===== src/rtl/signtrunc_pkg.sv =====
// Shared types, range constants and helpers for the signed word-to-immediate narrower.
package signtrunc_pkg;

   localparam int unsigned N_DEF = 16;
   localparam int unsigned I_DEF = 7;
   localparam int unsigned MAX_W = 64;

   localparam int IMM_MIN = -(2 ** (I_DEF - 1));
   localparam int IMM_MAX = (2 ** (I_DEF - 1)) - 1;

   // Buffer entry at the default immediate width; other widths use a same-shaped local type.
   typedef struct packed {
      logic [I_DEF-1:0] data;
      logic             ovf;
   } entry_t;

   // True when bits [nw-1:iw-1] of word all match the sign bit.
   function automatic logic fits(input logic [MAX_W-1:0] word, input int unsigned nw,
                                 input int unsigned iw);
      logic ok;
      ok = 1'b1;
      for (int unsigned k = 0; k < MAX_W; k++) begin
         if (k >= iw - 1 && k < nw && word[k] != word[nw-1]) ok = 1'b0;
      end
      return ok;
   endfunction

   function automatic logic [MAX_W-1:0] sat_min(input int unsigned iw);
      logic [MAX_W-1:0] v;
      v = '0;
      v[iw-1] = 1'b1;
      return v;
   endfunction

   function automatic logic [MAX_W-1:0] sat_max(input int unsigned iw);
      logic [MAX_W-1:0] v;
      v = '0;
      for (int unsigned k = 0; k < MAX_W; k++) begin
         if (k < iw - 1) v[k] = 1'b1;
      end
      return v;
   endfunction

endpackage


===== src/rtl/signtrunc_fifo2.sv =====
// Two-entry in-order buffer; slot0 is always the head so an emptied buffer keeps its last output.
module signtrunc_fifo2
   import signtrunc_pkg::*;
#(
   parameter type EntryT = entry_t
) (
   input  logic       clk,
   input  logic       reset,
   input  logic       in_valid,
   output logic       in_ready,
   input  EntryT      in_data,
   output logic       out_valid,
   input  logic       out_ready,
   output EntryT      out_data,
   output logic [1:0] occupancy
);

   EntryT      slot0_q, slot0_d, slot1_q, slot1_d;
   logic [1:0] count_q, count_d;
   logic       push, pop;

   assign in_ready  = (count_q < 2'd2) & ~reset;
   assign out_valid = (count_q != 2'd0);
   assign out_data  = slot0_q;
   assign occupancy = count_q;

   always_comb begin
      push    = in_valid & in_ready;
      pop     = out_valid & out_ready;
      slot0_d = slot0_q;
      slot1_d = slot1_q;
      if (pop && count_q == 2'd2) slot0_d = slot1_q;
      if (push) begin
         if (count_q == 2'd0 || (count_q == 2'd1 && pop)) slot0_d = in_data;
         else slot1_d = in_data;
      end
      count_d = count_q + 2'(push) - 2'(pop);
   end

   always_ff @(posedge clk) begin
      if (reset) begin
         slot0_q <= '0;
         slot1_q <= '0;
         count_q <= 2'd0;
      end else begin
         slot0_q <= slot0_d;
         slot1_q <= slot1_d;
         count_q <= count_d;
      end
   end

   assert property (@(posedge clk) disable iff (reset)
      (out_valid && !out_ready) |=> $stable(out_data));

endmodule


===== src/rtl/signtrunc.sv =====
// Narrows signed n-bit words to i-bit immediates, flags and counts unrepresentable values.
module signtrunc
   import signtrunc_pkg::*;
#(
   parameter int unsigned n   = N_DEF,
   parameter int unsigned i   = I_DEF,
   parameter int unsigned SAT = 1,
   parameter int unsigned CW  = 16
) (
   input  logic          clk,
   input  logic          reset,
   input  logic          in_valid,
   output logic          in_ready,
   input  logic [n-1:0]  In,
   output logic          out_valid,
   input  logic          out_ready,
   output logic [i-1:0]  Out,
   output logic          ovf,
   output logic [CW-1:0] ovf_count,
   input  logic          clr_count
);

   localparam int unsigned ImmW = i;

   typedef struct packed {
      logic [i-1:0] data;
      logic         ovf;
   } imm_entry_t;

   logic [MAX_W-1:0] in_ext;
   logic             in_fits;
   logic             push;
   imm_entry_t       narrow, head;
   logic [1:0]       occupancy;
   logic [CW-1:0]    ovf_count_q, ovf_count_d;

   always_comb begin
      in_ext         = '0;
      in_ext[n-1:0]  = In;
      in_fits        = fits(in_ext, n, i);
      narrow.data    = In[i-1:0];
      narrow.ovf     = ~in_fits;
      if (!in_fits && SAT != 0) begin
         narrow.data = In[n-1] ? ImmW'(sat_min(i)) : ImmW'(sat_max(i));
      end
   end

   signtrunc_fifo2 #(
      .EntryT(imm_entry_t)
   ) u_fifo (
      .clk       (clk),
      .reset     (reset),
      .in_valid  (in_valid),
      .in_ready  (in_ready),
      .in_data   (narrow),
      .out_valid (out_valid),
      .out_ready (out_ready),
      .out_data  (head),
      .occupancy (occupancy)
   );

   assign Out = head.data;
   assign ovf = head.ovf;
   assign push = in_valid & in_ready;

   // Clear wins over a same-cycle increment; the count sticks at all-ones.
   always_comb begin
      ovf_count_d = ovf_count_q;
      if (clr_count) ovf_count_d = '0;
      else if (push && narrow.ovf && ovf_count_q != '1) ovf_count_d = ovf_count_q + 1'b1;
   end

   always_ff @(posedge clk) begin
      if (reset) ovf_count_q <= '0;
      else ovf_count_q <= ovf_count_d;
   end

   assign ovf_count = ovf_count_q;

   assert property (@(posedge clk) disable iff (reset) occupancy <= 2'd2);

endmodule


===== config.mk =====
export PLATFORM = sky130hd
export DESIGN_NAME = signtrunc
export DESIGN_NICKNAME = d
export VERILOG_FILES = /design/src/rtl/signtrunc_pkg.sv /design/src/rtl/signtrunc_fifo2.sv /design/src/rtl/signtrunc.sv
export SDC_FILE = /design/constraint.sdc
export NUM_CORES = 1
export LEC_CHECK = 0
export ABC_AREA = 1
export BUFFER_PORTS_ARGS = -buffer_cell sky130_fd_sc_hd__buf_2
export CORE_MARGIN = 5
export CORE_UTILIZATION = 54
export DETAILED_ROUTE_END_ITERATION = 16
export PLACE_DENSITY = 0.82
export SETUP_SLACK_MARGIN = 0.15
export SYNTH_ARGS = -nofsm -noshare
export SYNTH_HDL_FRONTEND = slang
export SYNTH_SLANG_ARGS = --single-unit
export TNS_END_PERCENT = 50

===== constraint.sdc =====
create_clock -name clk -period 1.9 [get_ports clk]
set_clock_uncertainty 0.1 [all_clocks]
set_input_delay 0.19 -clock clk [delete_from_list [all_inputs] [get_ports clk]]
set_output_delay 0.19 -clock clk [all_outputs]
set_load 0.1 [all_outputs]

## Word-level counts from Yosys, hierarchy flattened

Index checks and enable logic that the tools add are counted.

- Reduce and logical (&&, ||, !) cells: 9
- Add/subtract/negate cells: 3
- Bitwise operators: 6
- Muxes and demuxes: 14
- Equality and inequality tests: 12
- Magnitude comparators: 1

Operators by type and width:

| cell | count |
|---|---|
| $mux 8 | 3 |
| $add 16x1->16 const B | 1 |
| $ne 16x16->1 const B | 1 |
| $mux 7 | 2 |
| $mux 1 | 9 |
| $ne 1x1->1 | 9 |
| $logic_and 1x1->1 | 4 |
| $and 1x1->1 | 3 |
| $not 1->1 | 3 |
| $add 2x1->2 | 1 |
| $eq 2x1->1 const B | 1 |
| $eq 2x2->1 const B | 1 |
| $logic_not 2->1 | 1 |
| $lt 2x2->1 const B | 1 |
| $reduce_and 2->1 | 1 |
| $reduce_bool 2->1 | 1 |
| $reduce_or 2->1 | 1 |
| $sub 2x1->2 | 1 |
| $logic_or 1x1->1 | 1 |

- Bits in registers: 34
- Word-level logic and storage cells: 51
- Input bits: 21
- Output and inout bits: 26

## Logic depth before layout (Yosys ltp)

Gate-level depths: netlist (run 1).

- Depth after elaboration: 13
- Gate-level depth with buffers: 10
- Mapped depth without buffers: 10

## By module

From an unflattened synthesis (run 1), not the netlist that was laid out.

- Cell total of the unflattened synthesis: 353
- Area, all modules: 2262.2 sq um

Modules (own cells, without submodules):

| module | area each (sq um) | seq. area each (sq um) | cells an instance | times used |
|---|---|---|---|---|
| signtrunc | 1262.5 | 320.3 | 205 | 1 |
| signtrunc_fifo2 | 999.7 | 360.3 | 148 | 1 |

## Least setup slack after synthesis (run 1)

Ideal clock, no wire load.

- Path kind: flip-flop to flip-flop
- Start point: register ovf_count_q[0], in the netlist ovf_count[0]
- End point: register ovf_count_q[10], in the netlist ovf_count[10]
- Clock period less this slack: 2.376 ns
- Path slack: -0.476 ns
- Arrival: 2.209 ns
- Stages on the path, launching flop included: 9
- Library setup time: 0.067 ns
- Buffers on the path: 1
- Required time: 1.733 ns
- Cells stage by stage: dfxtp_1 > ha_1 > nand3_2 > nor2_2 > nand2_4 > nand4_4 > buf_8 > nand2_1 > a21oi_2

- Cells in the longest elaborated chain, start to end: 2
- Elaborated cells between the ends (all ways): 3
- Those cells by class: add/sub: 1; eq/ne: 1; reduce/logical: 1

Ends and longest elaborated chain:

| item | RTL line | source |
|---|---|---|
| start, declared | signtrunc.sv:35 | `logic [CW-1:0] ovf_count_q, ovf_count_d;` |
| start signal, assigned | signtrunc.sv:75 | `else ovf_count_q <= ovf_count_d;` |
| parallel branches: the longest is 2 deep, another holds $add 16x1->16 | -- |  |

Several ways; the timed one is not identified.
A chain may end at the register's enable or synchronous reset.

## Final worst setup path (run 1)

- Start point: register u_fifo.count_q[1], in the netlist u_fifo.occupancy[1]
- End point: register u_fifo.count_q[1], in the netlist u_fifo.occupancy[1]

- Cells in the longest elaborated chain, start to end: 5
- Elaborated cells between the ends (all ways): 7
- Those cells by class: add/sub: 2; order compare: 1; bitwise: 3; reduce/logical: 1

Ends and longest elaborated chain:

| item | RTL line | source |
|---|---|---|
| start, declared | signtrunc_fifo2.sv:19 | `logic [1:0] count_q, count_d;` |
| start signal, assigned | signtrunc_fifo2.sv:48 | `count_q <= count_d;` |
| $lt 2x2->1 | signtrunc_fifo2.sv:22 | `assign in_ready = (count_q < 2'd2) & ~reset;` |
| $and 1x1->1 | signtrunc_fifo2.sv:22 |  |
| $and 1x1->1 | signtrunc_fifo2.sv:28 | `push = in_valid & in_ready;` |
| $add 2x1->2 | signtrunc_fifo2.sv:37 | `count_d = count_q + 2'(push) - 2'(pop);` |
| $sub 2x1->2 * | signtrunc_fifo2.sv:37 |  |

Every way passes the cells marked *; elsewhere a longest branch is shown, timed or not.

==> impl_metrics.ini, run 1 <==
[setup_path]
cp_num_buf_inv = 1
crit_path_start = u_fifo.occupancy[1]
cp_slowest_cell = dfxtp_2
reg2reg_from = u_fifo.occupancy[1]
crit_family = adder cells
crit_end = u_fifo.occupancy[1]
cp.required_ns = 2.02
crit_type = flip-flop to flip-flop
end_kind = flip-flop
cp_max_fo = 6
reg2reg_depth = 8
path_depth = 8
arrival_ns = 1.79
rrSetupSlack_ns = 0.24
critPathMaxStageDelay_ns = 0.36
start_kind = flip-flop
cpMostUsedCell = ha_1
crit_chain = nor2_2 > nor2_1 > ha_1 > inv_1 > ha_1 > xor2_1 > o21ai_1 > a21oi_1
r2r-end = u_fifo.occupancy[1]

[sta]
setup-tns-final_ns = 0
setup_violations = 0
fmaxAchievable_mhz = 601
fin_crit_ns = 1.66
slew_violations = 0
max_slew.worst_pin.slew_ns = 0.479
layout_setup_ws_ns = 0.236
slew_headroom = 0.680
hold_viol = 0
final.period_utilization = 0.876
rsz0062_at_grt = true

[layout]
n_antenna_cell = 0
final_nets = 381
fill_cells = 356
final_common_cell = nand2_1
drive_above_1_share = 0.274
area_growth_pct = 20.5
mostFrequentLayoutCells = nand2_1, buf_2, inv_1, nor2_1, o21ai_0

[drt]
wl_per_cell_um = 12.5
postRouteAntennaNets = 0
via_count = 2077
drt-total-wl_um = 5090
dr.pass1.iters = 4
drt_iter0_markers = 128
drc = 0
viasPerCell = 5.12

[power]
power_density_mw_per_mm2 = 1070
p_sw_w = 0.00119
pwr-share-clk = 0.271
pwr-share-comb = 0.414
p_seq_frac = 0.315
netSwitchingFraction = 0.441
p_int_w = 0.00151
leakage_nw = 1.24
max-vdd-ir-drop_mv = 0.490
total_power_w = 0.00270

[placed_design]
post-place-ws_ns = 0.121
routabilityCongestion = 0.868
port_buffers = 46
hpwl_um = 3690

[yosys]
synth-seq-area-share = 0.326
synth_edf_count = 0
async_flop_share = 0
synth_nets = 333
synth_flop_cell = dfxtp_1
ys_types = 32
synth.avg_cell_area_sq_um = 6.76
synth-seq-cells = 34
synthCells = 309
yosys_warnings = 0
syn_area_sq_mm = 0.00209

[status]
status = completed

[die]
dieArea_sq_mm = 0.00521
die_h_um = 72.2
initial_utilization = 0.562
placementRows = 22
coreArea_sq_mm = 0.00372
dieWidth_um = 72.2
io_pins = 47

[hold_path]
hold_path.class = primary input to flip-flop
hold_start = clr_count

[clock_tree]
cts_buffers = 5
cts_hold_buf = 0
max-clock-path-buffers = 2
clk_pin_slew_ns = 0.08
tritoncts = yes
clk_latency_ns = 0.29
ctsHtreeMaxLevel = 2
root_buffer = clkbuf_8
clock_sinks = 34

[run]
drv_cap = 0

[grt]
grt_max_degree = 16
grt_pass1_wl_um = 8350
grt_pass1_vias = 1892
grt_antenna_before_repair = 0
grt_overflow = 0
grt_usage = 0.200
## tightest hold or removal path, delay by kind of cell
family	cells	cell delay, ns
buffers and inverters	1	0.09
and+or+nand+nor	3	0.17
## power by group through the flow
stage	Sequential, W	Combinational [W]	Clock [W]
CTS	0.000845	0.00108	0.000739
global placement	0.000854	0.00105	0
detailed placement	0.000857	0.00107	0
floorplan	0.00114	0.000656	0
finish	0.000850	0.00112	0.000731
global route	0.000861	0.00119	0.000769
## repair_timing
action	4_1_cts	5_1_grt
gates resized for setup	1	3
setup buffers	0	1
pin swaps	0	1
endpoints found under the setup margin	1	8
## sequential cells by signal, summed over array words and instances, names as in the netlist
| signal | cells |
|---|---|
| u_fifo.occupancy | 2 |
| u_fifo.out_data | 8 |
| ovf_count | 16 |
| u_fifo.slot1_q | 8 |
## layer usage
layer / track usage / up-vias / routed length (um)
li1: - / 1079 / -
met3: 0.0443 / 6 / 335
met2: 0.332 / 61 / 2400
met1: 0.253 / 931 / 2300
met4: 0.0752 / 0 / 53
met5: 0 / - / 0
## cells by family (layout without fill, tap and decap cells)
kind of cell	after synthesis	after routing	synth area share
XOR/XNOR	9	9	0.0377
AO/OA/AOI/OAI	57	57	0.146
buffers and inverters	53	102	0.122
flip-flops	34	34	0.326
AND/OR/NAND/NOR	153	153	0.350
adder cells (fa/ha/maj)	3	3	0.0180
## layout make-up
class,instances,area [sq um],share of cell area
Multi-Input combinational cell,222,1170,0.466
Sequential cell,34,724,0.288
Timing Repair Buffer,49,253,0.100
Inverter,45,174,0.0691
Clock buffer,8,133,0.0527
Tap cell,48,60.1,0.0239
## stage by stage
step / util / instance area (sq um) / std cells / hold WS [ns]
detailed placement: 0.637 / 2370 / 397 / 0.380
finish: 0.677 / 2520 / 406 / 0.0999
CTS: 0.674 / 2500 / 405 / 0.0889
global route: 0.677 / 2520 / 406 / 0.129
floorplan: - / 2140 / 309 / 0.238
global placement: 0.637 / 2370 / 397 / 0.370
## how the worst min path moves through the flow
stage / to / slack (ns) / cells after the start
floorplan: u_fifo.slot1_q[7] / 0.24 / 2
global placement: u_fifo.out_data[7] / 0.37 / 2
detailed placement: u_fifo.out_data[7] / 0.38 / 2
CTS: u_fifo.slot1_q[7] / 0.09 / 3
global route: u_fifo.slot1_q[7] / 0.13 / 3
finish: ovf_count[0] / 0.1 / 4
## synthesized netlist by cell type (2+ instances only)
library cell | instances | share of area
buf_6 | 3 | 0.016
xor2_1 | 4 | 0.017
o21ai_0 | 25 | 0.060
nor2_1 | 32 | 0.057
nand4_1 | 9 | 0.027
nand3b_1 | 3 | 0.011
nand3_1 | 10 | 0.024
a21oi_1 | 23 | 0.055
nor2_2 | 5 | 0.015
inv_1 | 42 | 0.075
ha_1 | 3 | 0.018
nor2_4 | 2 | 0.011
nand2_4 | 3 | 0.016
inv_2 | 2 | 0.0036
o21bai_1 | 6 | 0.022
dfxtp_1 | 34 | 0.33
nand2_1 | 82 | 0.15
xnor2_1 | 5 | 0.021
nand2_2 | 3 | 0.0090
Power figures use the tool's default switching activity.
==> run 2: changes to the inputs <==
Settings changed: CORE_UTILIZATION 54 to 50, PLACE_DENSITY 0.82 to 0.77.
==> run 2 against run 1 <==
Net effect: hold slack lost 0.016 ns; largest power group unchanged; maximum frequency shrank 2.0%; count of clock-buffer cells in the layout shrank 2; highest routed layer unchanged.
==> impl_metrics.ini, run 2 (same netlist as run 1, synthesis figures left out) <==
[layout]
n_antenna_cell = 0
largest_reg_flops = 16
seqCellArea_sq_um = 723
final_common_cell = nand2_1
multi_input_area_sq_mm = 0.00117
stdcell_area_sq_mm = 0.00251
fill_cells = 374
area_growth_pct = 20.2
drive_above_1_share = 0.269
final_nets = 380
mostFrequentLayoutCells = nand2_1, buf_2, inv_1, nor2_1, o21ai_0

[clock_tree]
cts_hold_buf = 0
clk_pin_slew_ns = 0.08
root_buffer = clkbuf_8
max-clock-path-buffers = 2
cts_resized = 0
clk_latency_ns = 0.29
tritoncts = yes
cts_buffers = 5
clock_sinks = 34
cts_setup_buffers = 0
ctsHtreeMaxLevel = 2

[grt]
use_met3 = 0.0427
grt_max_degree = 16
grt_pass1_wl_um = 8450
grtUsageMet2 = 0.318
busiest_layer = met2
grt_util_met1 = 0.252
grt_overflow = 0
grt_usage = 0.193
grt_pass1_vias = 1878
grt_antenna_before_repair = 0

[sta]
fin_crit_ns = 1.70
slew_violations = 0
max_slew.worst_pin.slew_ns = 0.503
fmaxAchievable_mhz = 589
whs_ns = 0.0841
setup-tns-final_ns = 0
layout_setup_ws_ns = 0.203
hold_viol = 0
setup_violations = 0
rsz0062_at_grt = true
slew_headroom = 0.664
final.period_utilization = 0.893

[placed_design]
routabilityCongestion = 0.852
placed_area_sq_mm = 0.00237
post-place-ws_ns = 0.168
port_buffers = 46
hpwl_um = 3590

[drt]
wl_per_cell_um = 12.1
postRouteAntennaNets = 0
dr.pass1.iters = 4
via_count = 2033
drt_iter0_markers = 142
drc = 0
drt-total-wl_um = 4920
viasPerCell = 5.00

[power]
leakage_nw = 1.24
max-vdd-ir-drop_mv = 0.476
total_power_w = 0.00270
power_density_mw_per_mm2 = 1070

[setup_path]
crit_family = adder cells
crit_chain = nor2_2 > nor2_1 > ha_1 > inv_1 > ha_1 > xor2_1 > o21ai_0 > a21oi_1
critPathMaxStageDelay_ns = 0.38
start_kind = flip-flop
end_kind = flip-flop
cp.required_ns = 1.99
crit_type = flip-flop to flip-flop
cp_slowest_cell = dfxtp_1
cpMostUsedCell = ha_1
cp_max_fo = 6
arrival_ns = 1.79
cp_num_buf_inv = 1
rrSetupSlack_ns = 0.20

[die]
io_pins = 47
die_h_um = 74.6
dieArea_sq_mm = 0.00557
placementRows = 23
dieWidth_um = 74.6
initial_utilization = 0.519
coreArea_sq_mm = 0.00403

[status]
status = completed

[hold_path]
hold_path.class = primary input to flip-flop

[run]
drv_cap = 0
[run 2: cell types whose count changed in the layout (fill, tap and decap cells not counted), sizes merged]
cell	previous run	this run
clkbuf	8	6
clkinv	1	2
buf	49	48
bufinv	0	1
[run 2: area by class of cell]
type | instances | share of cell area
Clock buffer | 6 | 0.0374
Sequential cell | 34 | 0.288
Timing Repair Buffer | 48 | 0.0977
Clock inverter | 2 | 0.0154
Inverter | 45 | 0.0693
Tap cell | 50 | 0.0249
Multi-Input combinational cell | 222 | 0.467
[run 2: worst paths after layout]
path / startpoint / end / depth (start not counted)
worst max-delay path: u_fifo.occupancy[1] / u_fifo.occupancy[1] / 8
worst min-delay path: clr_count / ovf_count[0] / 4
worst max register to register: u_fifo.occupancy[1] / u_fifo.occupancy[1] / 8
worst min register to register: u_fifo.out_data[7] / u_fifo.out_data[7] / 2
[run 2: where the power goes]
| part | internal [W] | switching (W) | total [W] | leakage [nW] |
|---|---|---|---|---|
| Clock | 0.000473 | 0.000301 | 0.000774 | 0.0665 |
| Sequential | 0.000789 | 0.0000582 | 0.000848 | 0.287 |
| Combinational | 0.000241 | 0.000836 | 0.00108 | 0.884 |
[run 2: per-stage QoR]
step | cells | utilization
after floorplan | 309 | -
after global placement | 399 | 0.589
after detailed placement | 399 | 0.589
after CTS | 407 | 0.621
after global routing | 407 | 0.623
final | 407 | 0.623
[run 2: routing by layer]
metal | wire length (um) | vias to the layer above
li1 | - | 1077
met1 | 2350 | 901
met2 | 2210 | 49
met3 | 290 | 6
met4 | 64 | 0
met5 | 0 | -
[run 2: worst register-to-register path: stages, from the launching register on]
cell and delay, ns:
dfxtp_1 0.38, nor2_2 0.19, nor2_1 0.07, ha_1 0.27, inv_1 0.04, ha_1 0.19
xor2_1 0.15, o21ai_0 0.15, a21oi_1 0.05
